## config.mk

```make
export PLATFORM = sky130hd
export DESIGN_NAME = input_debouncer
export DESIGN_NICKNAME = d
export VERILOG_FILES = /design/src/rtl/debounce_pkg.sv /design/src/rtl/sync_ff.sv /design/src/rtl/input_debouncer.sv
export SDC_FILE = /design/constraint.sdc
export NUM_CORES = 1
export LEC_CHECK = 0
export ABC_CLOCK_PERIOD_IN_PS = 1900
export BUFFER_PORTS_ARGS = -buffer_cell sky130_fd_sc_hd__buf_2
export CAP_MARGIN = 40
export CORE_UTILIZATION = 54
export DETAILED_ROUTE_END_ITERATION = 12
export PLACE_DENSITY = 0.84
export SYNTH_ARGS = -nofsm -noshare
export SYNTH_HDL_FRONTEND = slang
export SYNTH_SLANG_ARGS = --single-unit
```

## constraint.sdc

```tcl
create_clock -name clk -period 1.9 [get_ports clk]
set_clock_uncertainty 0.05 [all_clocks]
set_input_delay 0.285 -clock clk [delete_from_list [all_inputs] [get_ports clk]]
set_output_delay 0.285 -clock clk [all_outputs]
set_load 0.01 [all_outputs]
```

## src/rtl/debounce_pkg.sv

```systemverilog
// Shared definitions for the input debouncer: FSM state encoding and default parameters.
package debounce_pkg;

  localparam int unsigned DEF_SYNC_STAGES     = 2;
  localparam int unsigned DEF_DEBOUNCE_CYCLES = 16;
  localparam int unsigned DEF_EVT_W           = 8;

  typedef enum logic [1:0] {
    LOW_STABLE  = 2'd0,
    LOW_TO_HIGH = 2'd1,
    HIGH_STABLE = 2'd2,
    HIGH_TO_LOW = 2'd3
  } state_e;

endpackage

```

## src/rtl/sync_ff.sv

```systemverilog
// N-flop synchronizer for a single asynchronous bit; q is the last flop of the chain.
module sync_ff #(
  parameter int unsigned N = 2
) (
  input  logic clk,
  input  logic reset,
  input  logic d,
  output logic q
);

  logic [N-1:0] sync_q;
  logic [N-1:0] sync_d;

  always_comb begin
    sync_d = {sync_q[N-2:0], d};
  end

  always_ff @(posedge clk or posedge reset) begin
    if (reset) begin
      sync_q <= '0;
    end else begin
      sync_q <= sync_d;
    end
  end

  assign q = sync_q[N-1];

endmodule

```

## src/rtl/input_debouncer.sv

```systemverilog
// Synchronizes and debounces one raw input, producing a clean level, edge pulses
// and a saturating count of committed rising edges.
module input_debouncer
  import debounce_pkg::*;
#(
  parameter int unsigned SYNC_STAGES     = DEF_SYNC_STAGES,
  parameter int unsigned DEBOUNCE_CYCLES = DEF_DEBOUNCE_CYCLES,
  parameter int unsigned EVT_W           = DEF_EVT_W
) (
  input  logic             clk,
  input  logic             reset,
  input  logic             raw_in,
  input  logic             clr_evt,
  output logic             level_out,
  output logic             rise_pulse,
  output logic             fall_pulse,
  output logic             stable,
  output logic [EVT_W-1:0] evt_count
);

  localparam int unsigned CNT_W = $clog2(DEBOUNCE_CYCLES + 1);
  localparam logic [CNT_W-1:0] CNT_LAST = CNT_W'(DEBOUNCE_CYCLES - 1);
  localparam logic [EVT_W-1:0] EVT_MAX  = '1;

  logic             sync_q;
  state_e           state_q, state_d;
  logic [CNT_W-1:0] cnt_q, cnt_d;
  logic             level_q, level_d;
  logic             rise_q, rise_d;
  logic             fall_q, fall_d;
  logic             stable_q, stable_d;
  logic [EVT_W-1:0] evt_q, evt_d;
  logic             commit_rise, commit_fall;

  sync_ff #(.N(SYNC_STAGES)) u_sync (
    .clk   (clk),
    .reset (reset),
    .d     (raw_in),
    .q     (sync_q)
  );

  // Next-state, counter and registered-output logic.
  always_comb begin
    state_d     = state_q;
    cnt_d       = cnt_q;
    level_d     = level_q;
    rise_d      = 1'b0;
    fall_d      = 1'b0;
    evt_d       = evt_q;
    commit_rise = 1'b0;
    commit_fall = 1'b0;

    case (state_q)
      LOW_STABLE: begin
        if (sync_q) begin
          if (DEBOUNCE_CYCLES == 1) begin
            commit_rise = 1'b1;
          end else begin
            state_d = LOW_TO_HIGH;
            cnt_d   = CNT_W'(1);
          end
        end
      end
      LOW_TO_HIGH: begin
        if (!sync_q) begin
          state_d = LOW_STABLE;
          cnt_d   = '0;
        end else if (cnt_q == CNT_LAST) begin
          commit_rise = 1'b1;
        end else begin
          cnt_d = cnt_q + CNT_W'(1);
        end
      end
      HIGH_STABLE: begin
        if (!sync_q) begin
          if (DEBOUNCE_CYCLES == 1) begin
            commit_fall = 1'b1;
          end else begin
            state_d = HIGH_TO_LOW;
            cnt_d   = CNT_W'(1);
          end
        end
      end
      HIGH_TO_LOW: begin
        if (sync_q) begin
          state_d = HIGH_STABLE;
          cnt_d   = '0;
        end else if (cnt_q == CNT_LAST) begin
          commit_fall = 1'b1;
        end else begin
          cnt_d = cnt_q + CNT_W'(1);
        end
      end
      default: begin
        state_d = LOW_STABLE;
        cnt_d   = '0;
      end
    endcase

    if (commit_rise) begin
      state_d = HIGH_STABLE;
      cnt_d   = '0;
      level_d = 1'b1;
      rise_d  = 1'b1;
    end
    if (commit_fall) begin
      state_d = LOW_STABLE;
      cnt_d   = '0;
      level_d = 1'b0;
      fall_d  = 1'b1;
    end

    stable_d = (state_d == LOW_STABLE) || (state_d == HIGH_STABLE);

    // Clear has priority; a rise committed in the same cycle is dropped.
    if (clr_evt) begin
      evt_d = '0;
    end else if (commit_rise && (evt_q != EVT_MAX)) begin
      evt_d = evt_q + EVT_W'(1);
    end
  end

  always_ff @(posedge clk or posedge reset) begin
    if (reset) begin
      state_q  <= LOW_STABLE;
      cnt_q    <= '0;
      level_q  <= 1'b0;
      rise_q   <= 1'b0;
      fall_q   <= 1'b0;
      stable_q <= 1'b1;
      evt_q    <= '0;
    end else begin
      state_q  <= state_d;
      cnt_q    <= cnt_d;
      level_q  <= level_d;
      rise_q   <= rise_d;
      fall_q   <= fall_d;
      stable_q <= stable_d;
      evt_q    <= evt_d;
    end
  end

  assign level_out  = level_q;
  assign rise_pulse = rise_q;
  assign fall_pulse = fall_q;
  assign stable     = stable_q;
  assign evt_count  = evt_q;

endmodule

```

==> summary.txt <==
Outcome
  – Status: complete, no violations

Critical path
  – Critical path startpoint: cnt_q[1]
  – Reg2Reg Launch Point: cnt_q[1]
  – Worst EP required: 2.09 ns
  – Setup Crit Path Kind: reg -> reg
  – R2r worst-path depth: 5
  – Worst Path Arrival: 2.05 ns
  – Reg2reg setup slack: 0.04 ns
  – CP Max Fanout: 5
  – Element type at the critical path end: flop
  – Startpoint types: flop

Clock network
  – Max Root-Sink Buffers: 2
  – Worst-Skew Late Latency: 0.30 ns
  – Clock root cell: clkbuf_4
  – CTS tree: done
  – H-Tree Depth: 1
  – TritonCTS Buffers: 3
  – CTS clk-pin slew, worst paths: 0.11 ns
  – Sink Count: 21

Power
  – Leakage Power: 0.586 nW
  – Clock Power Share: 29.0%
  – VDD IR max: 0.000514 V
  – Sequential power share: 63.9%
  – PwrDens: 622 nW/µm²
  – Sw Share: 23.9%
  – Internal power: 0.000563 W
  – Switching power: 0.000177 W
  – Power share of the combinational group: 7.0%

Drt
  – Vias/cell: 6.19
  – DRT Pass-1 Iters: 4
  – Total wire length: 2260 µm
  – Post-route ant nets: 0
  – DRC: 0
  – DRT iter0 DRCs: 39
  – Routed WL per cell: 16.3 µm
  – Via count: 860

Die
  – DIE AREA: 2020 µm²
  – Ports: 16
  – Die X: 45.0 µm
  – Initial Util: 57.8%
  – Row cnt: 15
  – Die Y: 45.0 µm
  – Core footprint: 1730 µm²

Worst hold path
  – Worst Hold Launch: raw_in
  – Hold path depth: 1
  – Hold crit path type: in -> reg

Layout
  – Ratio of cells with drive above 1 in the final layout: 32.5%
  – P&R area growth vs syn: 19.3%
  – Register area: 527 µm²
  – Fillers: 146
  – Fin cells: 139
  – Final #Nets: 121
  – Ant diodes: 0
  – Area of the multi-input gates: 449 µm²

Synthesis
  – Syn_nets: 96
  – Ys Warns: 0
  – Cell taking the most area after synthesis: dfrtp_1
  – Syn_area_per_cell: 11.1 µm²
  – Most frequent cell after synthesis: dfrtp_1
  – Post-Syn Area: 997 µm²
  – Number of synthesized flops with an enable pin: 0
  – Leading register cell type out of synthesis: dfrtp_1
  – Synth top area cells: dfrtp_1 (50%), nand3_1 (3.0%), dfstp_2 (2.6%)
  – Sequential area share after synthesis: 52.8%
  – Yosys cell types: 35
  – Top cell type's share of synthesized area: 50.2%
  – Synthesized instance count: 90
  – Most instantiated cells after synthesis: dfrtp_1 (20), inv_1 (7), nand3_1 (6)
  – Asr flop ratio synth: 100%
  – FF+latch count, synth: 21

Global routing
  – Largest net degree at the start of global routing: 22
  – GR Overflow Total: 0
  – First-pass GRT wire length: 3650 µm
  – Vias in the first global route: 819
  – Global-route usage over all layers: 25.4%
  – Number of antenna violations at the first check in global routing: 0

Placed design
  – Final HPWL DP: 1520 µm
  – IO buf count: 15
  – # placed instances: 130
  – GPL Wtd Cong: 0.851
  – Worst slack at placement: 0.0114 ns

STA
  – Setup Viol. Count Final: 0
  – Final Max Tran Viols: 0
  – Final hold slack: 0.0298 ns
  – Final worst slack: 0.0409 ns
  – RSZ-0062 raised after global routing: false
  – Tmin final: 1.86 ns
  – Final hold vios: 0
  – Relative slew slack: 72.5%
  – Sum Neg Setup Slack: 0 ns
  – F_max: 538 MHz
  – Worst Tran Pin Value: 0.408 ns
  – Final period utilization: 97.8%

Job
  – MaxCap Viol Count: 0
worst max-delay path, stage by stage, from the launching register on:
cell      delay, ns
dfrtp_1        0.42
ha_2           0.20
and4b_4        0.27
nand4b_4       0.15
or4_1          0.57
a21oi_2        0.15
flip-flops by register name, indices dropped and copies added, names as in the netlist:
| register | flops |
|---|---|
| evt_count | 8 |
| cnt_q | 5 |
| state_q | 2 |
| u_sync.sync_q | 2 |
| fall_pulse | 1 |
| level_out | 1 |
| rise_pulse | 1 |
| stable | 1 |
logic make-up after synthesis:
logic type	synth area share [%]
AND/OR/NAND/NOR	21.5
AO/OA/AOI/OAI	15.1
buffers and inverters	5.02
flip-flops	52.8
XOR/XNOR	0.878
adder cells (fa/ha/maj)	2.51
multiplexers	2.26
stage by stage:
step	cell area (µm²)	total power [W]	util [%]
3_3_place_gp	1100	0.000524	63.8
4_1_cts	1150	0.000739	66.8
6_report	1190	0.000740	68.9
2_1_floorplan	997	0.000510	-
5_1_grt	1190	0.000769	68.9
3_5_place_dp	1100	0.000529	63.8
final timing paths:
kind                                    endpoint
worst max-delay path                evt_count[5]
worst min-delay path            u_sync.sync_q[0]
worst max register to register      evt_count[5]
worst min register to register  u_sync.sync_q[1]
max in group asynchronous                 stable
min in group asynchronous             fall_pulse
layer usage:
metal	vias up	global-route usage [%]	part of all wire (%)
met5	-	0	0
met4	0	14.5	2.7
met3	10	5.20	5.3
met2	46	41.4	51
met1	416	31.4	41
li1	388	-	-
final cells by class:
class	instances	share of cell area, %
sequential	21	44.3
timing repair buffer	22	10.9
clock buffer	4	2.21
multi-input combinational	60	37.7
inverter	7	2.21
tap	25	2.63
cell usage in the layout (no fill, tap or decap), types with 2 or more instances in the layout:
master	n
and4_4	2
nor2_1	2
or3_1	2
or4_1	2
inv_1	7
a31oi_1	3
clkbuf_4	3
nand2_1	4
nand4_1	2
buf_2	15
buf_4	6
o21a_1	2
mux2_2	2
a21oi_2	2
nor3b_1	2
a21oi_1	3
o31ai_1	3
o21ai_0	5
nand3_1	6
dfrtp_1	20
power by group through the flow:
stage	sequential [W]	clock, W	combinational (W)
global route	0.000474	0.000237	0.0000577
floorplan	0.000477	0	0.0000322
global placement	0.000478	0	0.0000458
detailed placement	0.000480	0	0.0000488
CTS	0.000471	0.000217	0.0000507
finish	0.000474	0.000215	0.0000521
what timing repair did:
item                                    4_1_cts  5_1_grt
endpoints found under the setup margin        3        3
setup buffers                                 2        1
gates resized for setup                       0        4
endpoints found under the hold margin        20        0
hold buffers                                  1        0
cloned                                        0        1
pin swaps                                     0        1
Power figures use the tool's default switching activity.
